`src/rtl/uart_tx_ctrl.sv`:
```
// uart_tx_ctrl: memory-mapped 8N1 UART transmitter.
// Byte FIFO, programmable baud divisor, status/divisor readback.
module uart_tx_ctrl #(
  parameter int          FIFO_DEPTH  = 4,
  parameter logic [15:0] DEFAULT_DIV = 16'd868
) (
  input  logic        clk,
  input  logic        rst_n,
  input  logic        uart_sel,
  input  logic        uart_wr,
  input  logic [3:0]  addr,
  input  logic [31:0] wdata,
  output logic [31:0] rdata,
  output logic        uart_tx,
  output logic        tx_busy
);

  localparam int AW = $clog2(FIFO_DEPTH);
  localparam int CW = AW + 1;

  typedef enum logic [1:0] {
    S_IDLE,
    S_START,
    S_DATA,
    S_STOP
  } state_t;

  logic [7:0]    r_mem [FIFO_DEPTH];
  logic [AW-1:0] r_wptr;
  logic [AW-1:0] r_rptr;
  logic [CW-1:0] r_count;
  logic          r_ovf;
  logic [15:0]   r_div;

  state_t        r_state;
  logic [15:0]   r_cnt;
  logic [2:0]    r_bit;
  logic [7:0]    r_shift;
  logic [15:0]   r_fdiv;
  logic          r_tx;

  logic          w_wr;
  logic          w_push;
  logic          w_clr;
  logic          w_ldiv;
  logic          w_full;
  logic          w_empty;
  logic          w_acc;
  logic          w_pop;
  logic [7:0]    w_head;
  logic [15:0]   w_lim;
  logic          w_tick;

  state_t        w_nxt;
  logic [15:0]   w_cnt_nxt;
  logic [2:0]    w_bit_nxt;
  logic [7:0]    w_shift_nxt;
  logic [15:0]   w_fdiv_nxt;
  logic          w_tx_nxt;

  assign w_wr    = uart_sel & uart_wr;
  assign w_push  = w_wr & (addr == 4'h0);
  assign w_clr   = w_wr & (addr == 4'h4) & wdata[3];
  assign w_ldiv  = w_wr & (addr == 4'h8);
  assign w_full  = (r_count == CW'(FIFO_DEPTH));
  assign w_empty = (r_count == '0);
  // a push into a full FIFO still lands if the same cycle frees a slot
  assign w_acc   = w_push & (~w_full | w_pop);
  assign w_head  = r_mem[r_rptr];
  assign w_lim   = (r_fdiv == 16'd0) ? 16'd1 : r_fdiv;
  assign w_tick  = (r_cnt == w_lim - 16'd1);

  assign uart_tx = r_tx;
  assign tx_busy = (r_state != S_IDLE) | ~w_empty;

  // FIFO storage, pointers, count and sticky overflow
  always_ff @(posedge clk or negedge rst_n) begin
    if (!rst_n) begin
      for (int i = 0; i < FIFO_DEPTH; i++) r_mem[i] <= 8'h00;
      r_wptr  <= '0;
      r_rptr  <= '0;
      r_count <= '0;
      r_ovf   <= 1'b0;
    end else begin
      if (w_acc) begin
        r_mem[r_wptr] <= wdata[7:0];
        r_wptr        <= r_wptr + 1'b1;
      end
      if (w_pop) r_rptr <= r_rptr + 1'b1;
      case ({w_acc, w_pop})
        2'b10:   r_count <= r_count + 1'b1;
        2'b01:   r_count <= r_count - 1'b1;
        default: r_count <= r_count;
      endcase
      if (w_push & ~w_acc) r_ovf <= 1'b1;
      else if (w_clr)      r_ovf <= 1'b0;
    end
  end

  // programmable divisor; frames use their own latched copy
  always_ff @(posedge clk or negedge rst_n) begin
    if (!rst_n) r_div <= DEFAULT_DIV;
    else if (w_ldiv) r_div <= wdata[15:0];
  end

  // TX state and datapath registers
  always_ff @(posedge clk or negedge rst_n) begin
    if (!rst_n) begin
      r_state <= S_IDLE;
      r_cnt   <= 16'd0;
      r_bit   <= 3'd0;
      r_shift <= 8'h00;
      r_fdiv  <= DEFAULT_DIV;
      r_tx    <= 1'b1;
    end else begin
      r_state <= w_nxt;
      r_cnt   <= w_cnt_nxt;
      r_bit   <= w_bit_nxt;
      r_shift <= w_shift_nxt;
      r_fdiv  <= w_fdiv_nxt;
      r_tx    <= w_tx_nxt;
    end
  end

  // next state, FIFO pop and next line level
  always_comb begin
    w_nxt       = r_state;
    w_pop       = 1'b0;
    w_cnt_nxt   = r_cnt + 16'd1;
    w_bit_nxt   = r_bit;
    w_shift_nxt = r_shift;
    w_fdiv_nxt  = r_fdiv;
    w_tx_nxt    = r_tx;
    unique case (r_state)
      S_IDLE: begin
        w_cnt_nxt = 16'd0;
        w_tx_nxt  = 1'b1;
        if (!w_empty) begin
          w_pop       = 1'b1;
          w_nxt       = S_START;
          w_shift_nxt = w_head;
          w_fdiv_nxt  = r_div;
          w_tx_nxt    = 1'b0;
        end
      end
      S_START: begin
        if (w_tick) begin
          w_nxt     = S_DATA;
          w_cnt_nxt = 16'd0;
          w_bit_nxt = 3'd0;
          w_tx_nxt  = r_shift[0];
        end
      end
      S_DATA: begin
        if (w_tick) begin
          w_cnt_nxt = 16'd0;
          if (r_bit == 3'd7) begin
            w_nxt    = S_STOP;
            w_tx_nxt = 1'b1;
          end else begin
            w_bit_nxt   = r_bit + 3'd1;
            w_shift_nxt = {1'b0, r_shift[7:1]};
            w_tx_nxt    = r_shift[1];
          end
        end
      end
      S_STOP: begin
        if (w_tick) begin
          w_cnt_nxt = 16'd0;
          if (!w_empty) begin
            w_pop       = 1'b1;
            w_nxt       = S_START;
            w_shift_nxt = w_head;
            w_fdiv_nxt  = r_div;
            w_tx_nxt    = 1'b0;
          end else begin
            w_nxt    = S_IDLE;
            w_tx_nxt = 1'b1;
          end
        end
      end
      default: begin
        w_nxt    = S_IDLE;
        w_tx_nxt = 1'b1;
      end
    endcase
  end

  // register readback, no latency
  always_comb begin
    rdata = 32'h0;
    case (addr)
      4'h4:    rdata = {28'h0, r_ovf, w_empty, w_full, tx_busy};
      4'h8:    rdata = {16'h0, r_div};
      default: rdata = 32'h0;
    endcase
  end

endmodule
```
`config.mk`:
```
export PLATFORM = sky130hd
export DESIGN_NAME = uart_tx_ctrl
export DESIGN_NICKNAME = d
export VERILOG_FILES = /design/src/rtl/uart_tx_ctrl.sv
export SDC_FILE = /design/constraint.sdc
export NUM_CORES = 1
export LEC_CHECK = 0
export CAP_MARGIN = 20
export CORE_MARGIN = 8
export CORE_UTILIZATION = 40
export DETAILED_ROUTE_END_ITERATION = 8
export DONT_BUFFER_PORTS = 1
export PLACE_DENSITY = 0.53
export SLEW_MARGIN = 10
export SYNTH_ARGS = -nofsm -noshare
export SYNTH_HDL_FRONTEND = slang
export SYNTH_SLANG_ARGS = --single-unit
```
`constraint.sdc`:
```
create_clock -name clk -period 5.91 [get_ports clk]
set_input_delay 0.8865 -clock clk [delete_from_list [all_inputs] [get_ports clk]]
set_output_delay 0.8865 -clock clk [all_outputs]
set_load 0.02 [all_outputs]
```
Word-level counts from Yosys, hierarchy flattened. Index checks and enable logic that the tools add are counted.

Register bits: 102. Output and inout bits: 34.

Add/sub/neg operators: 7. $lt $le $gt $ge: 3. Equality and inequality tests: 16. Mux-type cells: 41. Bitwise operators: 14. Reductions and logical operators: 17.

Operators with widths (number): case mux 16 bit (2 select lines) (3); two-way mux 16 bit (4); two-way mux 8 bit (7); bitwise mux 32 bit (1); case mux 8 bit (3 select lines) (1); adder 16 x 1 -> 16 bit (second input constant) (1); binary-select mux 8 bit (select 2 bit) (1); demux 8 bit (select 2 bit) (1); == test 16 bit (1); logical NOT 16 bit (1); subtractor 16 x 1 -> 16 bit (second input constant) (1); inequality test 2 bit (second input constant) (6); case mux 3 bit (2 select lines) (2); two-way mux 1 bit (10); two-way mux 2 bit (5); nonzero test 2 bit (5); two-way mux 3 bit (3); case mux 2 bit (4 select lines) (1); AND reduction 4 bit (2); bitwise AND 1 bit (7); adder 3 x 1 -> 3 bit (second input constant) (2); == test 2 bit (second input constant) (3); == test 3 bit (second input constant) (2); >= comparator 3 bit (second input constant) (2); 20 further kinds (26).

Longest topological paths before layout. Gate-level depths: netlist (run 1).

Word-level depth: 11. Depth in mapped cells: 20. Depth with buffers taken out: 18.

Least setup slack after synthesis (run 1). Ideal clock, no wire load.

Kind: register -> register. Start point: reg r_fdiv[6]. End point: reg r_count[2]. Setup time: 79 ps. Arrival time: 4615 ps. Slack: 1216 ps. Cell stages (with the launch flop): 21. Buffers on the path: 2. Period minus slack after synthesis: 4694 ps. Cell sequence: dfstp_2 > clkbuf_1 > or4_4 > nor3_2 > a41oi_1 > ha_1 > or3b_2 > nor3_1 > xor2_1 > o311ai_0 > inv_1 > nor4b_1 > or2_2 > clkbuf_1 > and2_1 > ha_1 > inv_1 > fa_1 > xor2_1 > nor2_1 > xor2_1.

Cells in the longest elaborated chain, start to end: 10. Elaborated cells on any way between the ends: 12. Those cells by class: add/sub (1); eq/ne (3); mux (4); bitwise (2); reduce/logical (2).

RTL lines: start: declaration (RTL line 39) `logic [15:0] r_fdiv;`; start signal: assignment (RTL line 120) `r_fdiv <= w_fdiv_nxt;`; logical NOT 16 bit (RTL line 70) `assign w_lim = (r_fdiv == 16'd0) ? 16'd1 : r_fdiv;`; two-way mux 16 bit * (RTL line 70); subtractor 16 x 1 -> 16 bit * (RTL line 71) `assign w_tick = (r_cnt == w_lim - 16'd1);`; == test 16 bit * (RTL line 71); two-way mux 1 bit * (RTL line 168) `if (w_tick) begin`; case mux 1 bit (2 select lines) * (RTL line 134) `unique case (r_state)`; named net w_pop (RTL line 49) `logic w_pop;`; OR 1 bit (RTL line 68) `assign w_acc = w_push & (~w_full | w_pop);`; bitwise AND 1 bit (RTL line 68); == test 2 x 1 -> 1 bit or == test 2 bit (tied branches) (RTL line 90) `case ({w_acc, w_pop})`; case mux 3 bit (2 select lines) or nonzero test 2 bit (tied branches); end signal: assignment (RTL line 91) `2'b10: r_count <= r_count + 1'b1;`; end signal: assignment (RTL line 92) `2'b01: r_count <= r_count - 1'b1;`; end signal: assignment (RTL line 93) `default: r_count <= r_count;`; end: declaration (RTL line 31) `logic [CW-1:0] r_count;`.

The timed path passes the listed nets; every way through them passes the cells marked *. A chain may end at the register's enable or synchronous reset.

Worst setup path after layout (run 1).
Start point: reg r_fdiv[10]. End point: reg r_count[2].

The elaborated chain is that of the path after synthesis.

==> results of run 1 <==
-- cell type report --
type / count / area, um^2
Clock buffer: 10 / 239
Clock inverter: 6 / 65.1
Fill cell: 1272 / 7390
Inverter: 14 / 52.6
Multi-Input combinational cell: 339 / 2740
Sequential cell: 102 / 2570
Tap cell: 176 / 220
Timing Repair Buffer: 3 / 22.5
-- power breakdown --
part           leakage [nW]  switching [mW]  internal [mW]
registers              1.33           0.208          0.882
clock network         0.150           0.288          0.310
logic                  1.24           0.473          0.469
-- cells in the final DEF (no fill, tap or decap), drive strengths merged, types with 11 or more instances in the layout --
| cell type | instances |
|---|---|
| ha | 14 |
| nand3 | 16 |
| dfrtp | 91 |
| nor3 | 11 |
| nor2 | 36 |
| conb | 16 |
| and3 | 17 |
| inv | 17 |
| xnor2 | 14 |
| mux2 | 79 |
| nand2 | 21 |
| xor2 | 21 |
| dfstp | 11 |
-- final timing paths --
path                                                to              startpoint  slack (ns)
min in group clk                r_shift[5]$_DFFE_PN0P_  r_shift[5]$_DFFE_PN0P_        0.50
worst min register to register  r_shift[5]$_DFFE_PN0P_  r_shift[5]$_DFFE_PN0P_        0.50
worst min-delay path                r_cnt[6]$_DFF_PN0_                   rst_n        0.23
max in group asynchronous         r_div[6]$_DFFE_PN1P_                   rst_n        5.46
worst max register to register  r_count[2]$_DFFE_PN0P_  r_fdiv[10]$_DFFE_PN0P_        0.86
worst max-delay path            r_count[2]$_DFFE_PN0P_  r_fdiv[10]$_DFFE_PN0P_        0.86
-- cell usage after synthesis (2+ instances only) --
cell type / count
xor2_1: 21
a211o_1: 3
and2_1: 5
nor4b_1: 2
nand3_1: 16
mux2i_1: 3
buf_2: 4
a22o_1: 7
xnor2_1: 14
a21oi_1: 8
buf_1: 2
nand3b_1: 3
dfstp_2: 11
nand2_1: 21
nand4_1: 6
nor3b_1: 4
nor3_1: 9
o21ai_0: 7
and3_1: 17
inv_1: 14
nor4_1: 4
ha_1: 14
dfrtp_1: 91
nand4b_1: 2
or4_4: 2
mux4_2: 8
or2_2: 2
mux2_2: 79
o21a_1: 2
nand2b_1: 3
buf_4: 16
nor3_2: 2
clkbuf_1: 10
or4_1: 3
a21boi_0: 2
nor2_1: 36
-- cell families (layout without fill, tap and decap cells) --
| kind of cell | after synthesis | in the layout | synth area share, % |
|---|---|---|---|
| AND/OR/NAND/NOR | 141 | 141 | 13.9 |
| flip-flops | 102 | 102 | 46.8 |
| multiplexers | 90 | 90 | 20.1 |
| buffers and inverters | 46 | 33 | 4.34 |
| AO/OA/AOI/OAI | 42 | 42 | 5.73 |
| XOR/XNOR | 35 | 35 | 5.59 |
| adder cells (fa/ha/maj) | 15 | 15 | 3.56 |
| other | 1 | 16 | 0.0684 |
-- flip-flops by register name (all words and copies together) (netlist names) --
signal and cells:
r_bit 3, r_cnt 16, r_count 3, r_div 16
r_fdiv 16, r_mem 32, r_ovf 1, r_rptr 2
r_shift 8, r_state 2, r_wptr 2, uart_tx 1
-- through the flow --
| stage | utilization (%) | power [mW] | cells | cell area (um^2) |
|---|---|---|---|---|
| finish | 44.4 | 2.63 | 650 | 5900 |
| global route | 44.4 | 2.82 | 650 | 5900 |
| CTS | 44.4 | 2.67 | 650 | 5900 |
| detailed placement | 42.1 | 2.05 | 634 | 5600 |
| global placement | 42.1 | 2.02 | 634 | 5600 |
| floorplan | - | 1.84 | 487 | 5540 |
-- routing by layer --
metal	vias to the layer above	GRT usage, %	part of all wire (%)
li1	1647	-	-
met1	1738	17.7	48
met2	53	21.8	46
met3	11	4.10	5.0
met4	0	4.12	1.2
met5	-	0	0
-- worst reg2reg max path, delay by kind of cell (launching register included) --
| kind | cells | cell delay (ns) |
|---|---|---|
| flops | 1 | 0.46 |
| compound gates | 4 | 1.13 |
| fa+ha+maj | 3 | 0.87 |
| xor+xnor | 2 | 0.30 |
| simple gates | 7 | 2.18 |
| buf+inv | 1 | 0.06 |
==> reports/qor.yml, run 1 <==
status: "finished, final reports clean"
clk_pin_slew_ns: 0.08
synth_edf_count: 0
overflow: 0
cts.sinks: 102
fin_worst_skew_ns: 0.00849
vias: 3449
reg2reg_depth: 17
path_delay_family: "simple AND/OR/NAND/NOR gates"
arrival_ns: 5.33
cp-end-kind: "flip-flop"
first_pass_iters: 4
fin_tns_setup_ns: 0
path_buf_inv: 1
rsz0062_at_grt: "false"
postRouteAntennaNets: 0
antenna_found_initial: 0
synth_top_area_share_pct: 41.5
maxSlewHeadroom_pct: 40.0
cp-start-kind: "flip-flop"
die_area_um2: 17700
portBuffers: 0
cts_made_buffers: 9
core_area_um2: 13300
cts_tree: "built"
cts_root_buffer: "clkbuf_16"
cpPeakStageDelay_ns: 0.59
report.final.setup_viol: 0
dpl_worst_slack_ns: 0.809
postCtsSetupBuffers: 0
num-nets-final: 524
grt_pass1_wl_um: 19300
diodes: 0
avgSynthCellArea_um2: 11.6
irDropWorstVdd_uv: 172
synthCells: 472
globalplace.congestion: 0.748
ios: 74
maxSlewViolCount: 0
core.rowCount: 42
drt_first_iter_violations: 131
clock_path_buffers: 2
hold_path.class: "in -> async"
wirelength_um: 11700
viasPerCell: 5.31
fin_ws_ns: 0.857
finalHoldViolCount: 0
first_global_vias: 3578
synth_area_um2: 5480
grt_max_degree: 103
ys_top_cells_by_area: "dfrtp_1 (42%), mux2_2 (16%), dfstp_2 (5.3%), xor2_1 (3.4%), mux4_2 (3.3%)"
fmax_ghz: 0.198
drc: 0
ys_warn_count: 0
cts_resized: 0
worstPathMaxFanout: 7
cp_num_cells: 17
synth_top_area_cell: "dfrtp_1"
timing.final.crit_period_ns: 5.05
clock_latency_ns: 0.35
cts-htree-levels: 3
drive_gt1_share_pct: 26.6
grt_usage_pct: 13.7
synth-main-ff-cell: "dfrtp_1"
cts_hold_buf: 0
async_flop_share_pct: 100
path_cells: "or4_1, nor3_1, a41oi_1, ha_1, nand2b_1, a311o_1, a211oi_1, o2111a_1, nor4b_1, or2_2, and2_1, ha_1, inv_1, fa_1, xor2_1, nor2_1, xor2_1"
seq_area_frac_synth_pct: 46.8
area_growth_pct: 7.62
detail_route.wl_per_cell_um: 17.9
hold-worst-slack_ns: 0.226
leakage_nw: 2.72
crit_type: "reg -> reg"
die_x_um: 133
ys_types: 55
post-dp-hpwl_um: 8480
crit_required_ns: 6.19
die_h_um: 133
start_util_pct: 41.2
slowest_stage: "nor4b_1"
cap_violations: 0
final.period_utilization_pct: 85.5
p_per_area_nw_per_um2: 446
max_slew.worst_pin.slew_ns: 0.892
ys_ff_latch: 102
Note: power is estimated with default switching activity, not from simulation.
==> run 2: changes to the inputs <==
--- a/config.mk
+++ b/config.mk
@@ -8,9 +8,10 @@
 export CAP_MARGIN = 20
 export CORE_MARGIN = 8
 export CORE_UTILIZATION = 40
+export CTS_BUF_LIST = sky130_fd_sc_hd__clkbuf_8 sky130_fd_sc_hd__clkbuf_16
 export DETAILED_ROUTE_END_ITERATION = 8
 export DONT_BUFFER_PORTS = 1
-export PLACE_DENSITY = 0.53
+export PLACE_DENSITY = 0.58
 export SLEW_MARGIN = 10
 export SYNTH_ARGS = -nofsm -noshare
 export SYNTH_HDL_FRONTEND = slang
==> run 2 against run 1 <==
Global-route usage about the same. Flip-flop and latch count unchanged. Cell area about the same. First-iteration DRC count increased by 39%. Setup slack improved by 0.020 ns. Utilization about the same. Critical path type unchanged. Largest power group unchanged.
==> reports/qor.yml, run 2 (synthesized netlist as in run 1, its figures left out) <==
postRouteAntennaNets: 0  # unchanged
first_global_vias: 3578  # unchanged
overflow: 0  # unchanged
leakage_nw: 2.72  # about the same
worstPathMaxFanout: 18  # +11
timing.final.crit_period_ns: 5.03  # -0.0196 ns
p_per_area_nw_per_um2: 445  # about the same
cts_made_buffers: 9  # unchanged
crit_required_ns: 6.19  # about the same
clock_latency_ns: 0.35  # about the same
post-dp-hpwl_um: 8610  # +1.6%
irDropWorstVdd_uv: 223  # +29%
cap_violations: 0  # unchanged
num-nets-final: 524  # unchanged
final_common_cell: "dfrtp_1"
regMostFlops: "r_mem"
report.final.setup_viol: 0  # unchanged
largest_reg_flops: 32  # unchanged
drc: 0  # unchanged
fin_worst_skew_ns: 0.00814  # -0.000351 ns
rsz0062_at_grt: "false"
core_area_um2: 13300  # unchanged
start_util_pct: 41.2  # unchanged
first_pass_iters: 4  # unchanged
clock_path_buffers: 2  # unchanged
layout_common_cells: "dfrtp_1 (91), mux2_2 (79), nor2_1 (36), xor2_1 (21), nand2_1 (21)"
reg2reg_depth: 19  # +2
hold_path.class: "in -> async"
area_growth_pct: 7.67  # about the same
dr_wl_met3_um: 687  # +18%
final.period_utilization_pct: 85.2  # -0.33 points
maxSlewHeadroom_pct: 28.2  # -12 points
clk_pin_slew_ns: 0.07  # about the same
detail_route.wl_per_cell_um: 18.2  # +1.5%
grt_usage_pct: 13.8  # +0.037 points
arrival_ns: 5.31  # -0.02 ns
crit_type: "reg -> reg"
vias: 3543  # +2.7%
fmax_ghz: 0.199  # +0.39%
cts_root_buffer: "clkbuf_16"
die_area_um2: 17700  # unchanged
viasPerCell: 5.45  # +2.7%
wirelength_um: 11800  # +1.5%
maxSlewViolCount: 0  # unchanged
diodes: 0  # unchanged
portBuffers: 0  # unchanged
rrSetupSlack_ns: 0.88  # +0.02 ns
drive_gt1_share_pct: 26.4  # -0.21 points
core.rowCount: 42  # unchanged
die_h_um: 133  # unchanged
fin_util_pct: 44.4  # about the same
status: "finished, final reports clean"
postCtsSetupBuffers: 0  # unchanged
grt_pass1_wl_um: 19400  # +0.36%
finalHoldViolCount: 0  # unchanged
fin_tns_setup_ns: 0  # unchanged
max_slew.worst_pin.slew_ns: 1.06  # +0.170 ns
cts_resized: 0  # unchanged
antenna_found_initial: 0  # unchanged
top_layer_used: "met4"
wl_met2_um: 5910  # +9.8%
cts_hold_buf: 0  # unchanged
cp-start-kind: "flip-flop"
globalplace.congestion: 0.868  # +16%
fill_cells: 1256  # -1.3%
grt_max_degree: 103  # unchanged
met1Wirelength_um: 4930  # -11%
ios: 74  # unchanged
cts_tree: "built"
cp-end-kind: "flip-flop"
cts-htree-levels: 3  # unchanged
cts.sinks: 102  # unchanged
die_x_um: 133  # unchanged
drt_first_iter_violations: 182  # +39%
[run 2: final timing paths]
check / start / end
max in group asynchronous: rst_n / r_div[6]$_DFFE_PN1P_
worst max-delay path: r_fdiv[10]$_DFFE_PN0P_ / r_count[2]$_DFFE_PN0P_
min in group clk: r_mem[2]$_DFFE_PN0P_ / r_mem[2]$_DFFE_PN0P_
worst min register to register: r_mem[2]$_DFFE_PN0P_ / r_mem[2]$_DFFE_PN0P_
worst max register to register: r_fdiv[10]$_DFFE_PN0P_ / r_count[2]$_DFFE_PN0P_
worst min-delay path: rst_n / r_cnt[10]$_DFF_PN0_
[run 2: cell type report]
cell class / count / area (um^2) / share of cell area (%)
multi-input cells: 339 / 2740 / 46.3
clock buffers: 10 / 239 / 4.05
inverters: 14 / 52.6 / 0.890
well taps: 176 / 220 / 3.73
flip-flops and latches: 102 / 2570 / 43.5
repair buffers: 3 / 22.5 / 0.381
clock inverters: 6 / 67.6 / 1.14
[run 2: power breakdown]
group	switching (mW)	internal (mW)
Clock	0.269	0.343
Sequential	0.207	0.882
Combinational	0.466	0.461
Total	0.943	1.69
[run 2: metal layers]
| metal | track usage (%) | up-vias |
|---|---|---|
| li1 | - | 1656 |
| met1 | 16.1 | 1785 |
| met2 | 23.2 | 81 |
| met3 | 3.98 | 21 |
| met4 | 5.68 | 0 |
| met5 | 0 | - |
[run 2: critical path, stage by stage, from the launching register on]
cell and delay (ns):
dfrtp_1 0.47, or4_1 0.58, nor3_1 0.32, a41oi_1 0.22, ha_1 0.29, or3b_2 0.22
nor3_1 0.06, xor2_1 0.15, o311ai_0 0.44, inv_1 0.08, nor4b_1 0.33, buf_4 0.19
or2_2 0.33, and2_1 0.24, ha_1 0.20, inv_1 0.06, fa_1 0.37, xor2_1 0.15
nor2_1 0.12, xor2_1 0.14
[run 2: stage by stage]
step | cell area, um^2 | instances | setup slack (ns) | hold slack [ns] | power, mW
after floorplan | 5540 | 487 | 1.22 | 0.467 | 1.84
after global placement | 5600 | 634 | 0.905 | 0.483 | 2.00
after detailed placement | 5600 | 634 | 0.876 | 0.486 | 2.03
after CTS | 5900 | 650 | 0.822 | 0.211 | 2.66
after global routing | 5900 | 650 | 0.385 | 0.206 | 2.81
final | 5900 | 650 | 0.876 | 0.224 | 2.63
==> run 3: changes to the inputs <==
--- a/config.mk
+++ b/config.mk
@@ -6,7 +6,7 @@
 export NUM_CORES = 1
 export LEC_CHECK = 0
 export CAP_MARGIN = 20
-export CORE_MARGIN = 8
+export CORE_MARGIN = 2
 export CORE_UTILIZATION = 40
 export CTS_BUF_LIST = sky130_fd_sc_hd__clkbuf_8 sky130_fd_sc_hd__clkbuf_16
 export DETAILED_ROUTE_END_ITERATION = 8
==> constraint.sdc (replaced) <==
create_clock -name clk -period 5.91 [get_ports clk]
set_input_delay 0.8865 -clock clk [delete_from_list [all_inputs] [get_ports clk]]
set_output_delay 0.8865 -clock clk [all_outputs]
set_load 0.1 [all_outputs]
==> run 3 against run 2 <==
Clock skew increased by 0.0077 ns. Highest routed layer unchanged. Sequential share of layout area about the same. Largest cell class unchanged. Hold slack about the same. Total power increased by 2.5%. Final cell count increased by 0.31%. Setup slack improved by 0.24 ns. First-iteration DRC count decreased by 6.6%. Non-clock buffer count increased by 2. Largest power group unchanged. Wire length decreased by 4.1%. Sequential power about the same.
==> reports/qor.yml, run 3 (synthesized netlist as in run 1, its figures left out) <==
leakage_nw: 2.73  # +0.15%
core.rowCount: 42  # unchanged
largest_reg_flops: 32  # unchanged
grt_max_degree: 103  # unchanged
arrival_ns: 5.08  # -0.23 ns
cap_violations: 0  # unchanged
viasPerCell: 5.35  # -1.9%
slowest_stage: "or4_1"
area_growth_pct: 7.69  # about the same
met1Wirelength_um: 5020  # +1.9%
max_slew.worst_pin.slew_ns: 1.06  # -0.00343 ns
antenna_found_initial: 0  # unchanged
num-nets-final: 526  # +0.38%
grt_pass1_wl_um: 18500  # -4.7%
rsz0062_at_grt: "false"
hold_path.class: "in -> async"
dpl.cell_count: 636  # +0.32%
drc: 0  # unchanged
postCtsSetupBuffers: 0  # unchanged
drive_gt1_share_pct: 26.9  # +0.52 points
ios: 74  # unchanged
final.period_utilization_pct: 81.1  # -4.0 points
cts-htree-levels: 3  # unchanged
top_layer_used: "met4"
fmax_ghz: 0.209  # +5.0%
final_common_cell: "dfrtp_1"
cts_hold_buf: 0  # unchanged
dr_wl_met3_um: 500  # -27%
grt_usage_pct: 16.5  # +2.8 points
clock_latency_ns: 0.37  # +0.02 ns
irDropWorstVdd_uv: 192  # -14%
die_x_um: 121  # -9.0%
start_util_pct: 41.2  # unchanged
detail_route.wl_per_cell_um: 17.4  # -4.4%
die_h_um: 121  # -9.0%
maxSlewViolCount: 0  # unchanged
drt_first_iter_violations: 170  # -6.6%
netSwitchingFraction_pct: 38.8  # +2.9 points
fin_tns_setup_ns: 0  # unchanged
crit_type: "reg -> reg"
clock_path_buffers: 2  # unchanged
die_area_um2: 14700  # -17%
portBuffers: 0  # unchanged
layout_common_cells: "dfrtp_1 (91), mux2_2 (79), nor2_1 (36), xor2_1 (21), nand2_1 (21)"
cts_tree: "built"
clk_pin_slew_ns: 0.07  # about the same
p_per_area_nw_per_um2: 456  # +2.4%
regMostFlops: "r_mem"
fin_util_pct: 44.4  # about the same
cts_resized: 0  # unchanged
report.final.setup_viol: 0  # unchanged
wirelength_um: 11300  # -4.1%
fin_worst_skew_ns: 0.0158  # +0.00769 ns
worstPathMaxFanout: 7  # -11
post-dp-hpwl_um: 8120  # -5.7%
p_switching_mw: 1.05  # +11%
diodes: 0  # unchanged
timing.final.crit_period_ns: 4.80  # -0.239 ns
path_cells: "or4_1, nor3_1, a41oi_1, ha_1, nand2b_1, a311o_1, a211oi_1, o2111a_1, nor4b_1, buf_4, or2_2, and2_1, ha_1, inv_1, fa_1, xor2_1, nor2_1, xor2_1"
pwr-share-clk_pct: 21.6  # -1.7 points
placed_area_um2: 5610  # +0.27%
fin_cells: 652  # +0.31%
cpPeakStageDelay_ns: 0.57  # about the same
cp-start-kind: "flip-flop"
finalHoldViolCount: 0  # unchanged
maxSlewHeadroom_pct: 28.4  # +0.23 points
crit_required_ns: 6.19  # about the same
first_pass_iters: 4  # unchanged
intPower_mw: 1.65  # -2.2%
wl_met2_um: 5500  # -7.0%
vias: 3487  # -1.6%
cp-end-kind: "flip-flop"
pwr-share-seq_pct: 41.2  # -0.2 points
rrSetupSlack_ns: 1.11  # +0.24 ns
overflow: 0  # unchanged
status: "finished, final reports clean"
cts_root_buffer: "clkbuf_16"
reg2reg_depth: 18  # -1
cts_made_buffers: 9  # unchanged
combPwrFrac_pct: 37.2  # +1.9 points
core_area_um2: 13300  # unchanged
cts.sinks: 102  # unchanged
design_area_um2: 5910  # about the same
postRouteAntennaNets: 0  # unchanged
globalplace.congestion: 0.869  # about the same
first_global_vias: 3541  # -1.0%
==> run 3: changes by cell type in the layout (fill, tap and decap cells not counted) <==
cell        previous run  this run
inv_1                 15        14
inv_8                  0         1
clkinv_2               0         1
clkinvlp_4             1         0
bufinv_16              1         0
buf_4                  3         5
inv_6                  3         2
clkinv_4               0         2
clkinv_8               0         1
clkbuf_8               1         0
==> run 3: power by group through the flow <==
| stage | Sequential (mW) | Combinational [mW] | Clock (mW) |
|---|---|---|---|
| 2_1_floorplan | 1.02 | 0.900 | 0 |
| 5_1_grt | 1.14 | 1.11 | 0.631 |
| 3_3_place_gp | 1.11 | 0.972 | 0 |
| 6_report | 1.11 | 1.00 | 0.581 |
| 3_5_place_dp | 1.13 | 0.999 | 0 |
| 4_1_cts | 1.11 | 1.01 | 0.601 |
==> run 3: worst max-delay path, delay by kind of cell (launching register included) <==
kind	cells	cell delay [ns]
and+or+nand+nor	7	1.71
adders and majority gates	3	0.85
DFF	1	0.49
buffers and inverters	2	0.25
xor gates and xnor gates	2	0.30
AOI/OAI and AO/OA	4	1.12
==> run 3: path summary, 6_finish.rpt <==
| path | start | to |
|---|---|---|
| setup reg to reg | r_fdiv[10]$_DFFE_PN0P_ | r_count[2]$_DFFE_PN0P_ |
| hold reg to reg | r_mem[14]$_DFFE_PN0P_ | r_mem[14]$_DFFE_PN0P_ |
| max in group asynchronous | rst_n | r_div[8]$_DFFE_PN1P_ |
| setup / recovery | r_fdiv[10]$_DFFE_PN0P_ | r_count[2]$_DFFE_PN0P_ |
| min in group clk | r_mem[14]$_DFFE_PN0P_ | r_mem[14]$_DFFE_PN0P_ |
| hold / removal | rst_n | r_cnt[15]$_DFF_PN0_ |
==> run 3: final cells by class <==
type | instances | area (um^2)
fillers | 1233 | 7390
multi-input cells | 339 | 2740
flip-flops and latches | 102 | 2570
clock buffers | 9 | 225
well taps | 176 | 220
clock inverters | 7 | 67.6
inverters | 14 | 52.6
repair buffers | 5 | 37.5
==> run 3: metrics by stage <==
step	worst slack (ns)	total power, mW	hold slack, ns
floorplan	1.22	1.92	0.467
CTS	1.05	2.72	0.199
global placement	1.20	2.09	0.481
detailed placement	1.14	2.12	0.488
finish	1.11	2.69	0.224
global route	0.630	2.88	0.202
==> run 3: per-layer routing <==
| metal | GRT usage, % | up-vias |
|---|---|---|
| met4 | 6.90 | 0 |
| met1 | 21.0 | 1731 |
| met2 | 26.6 | 81 |
| li1 | - | 1657 |
| met3 | 4.51 | 18 |
| met5 | 0 | - |
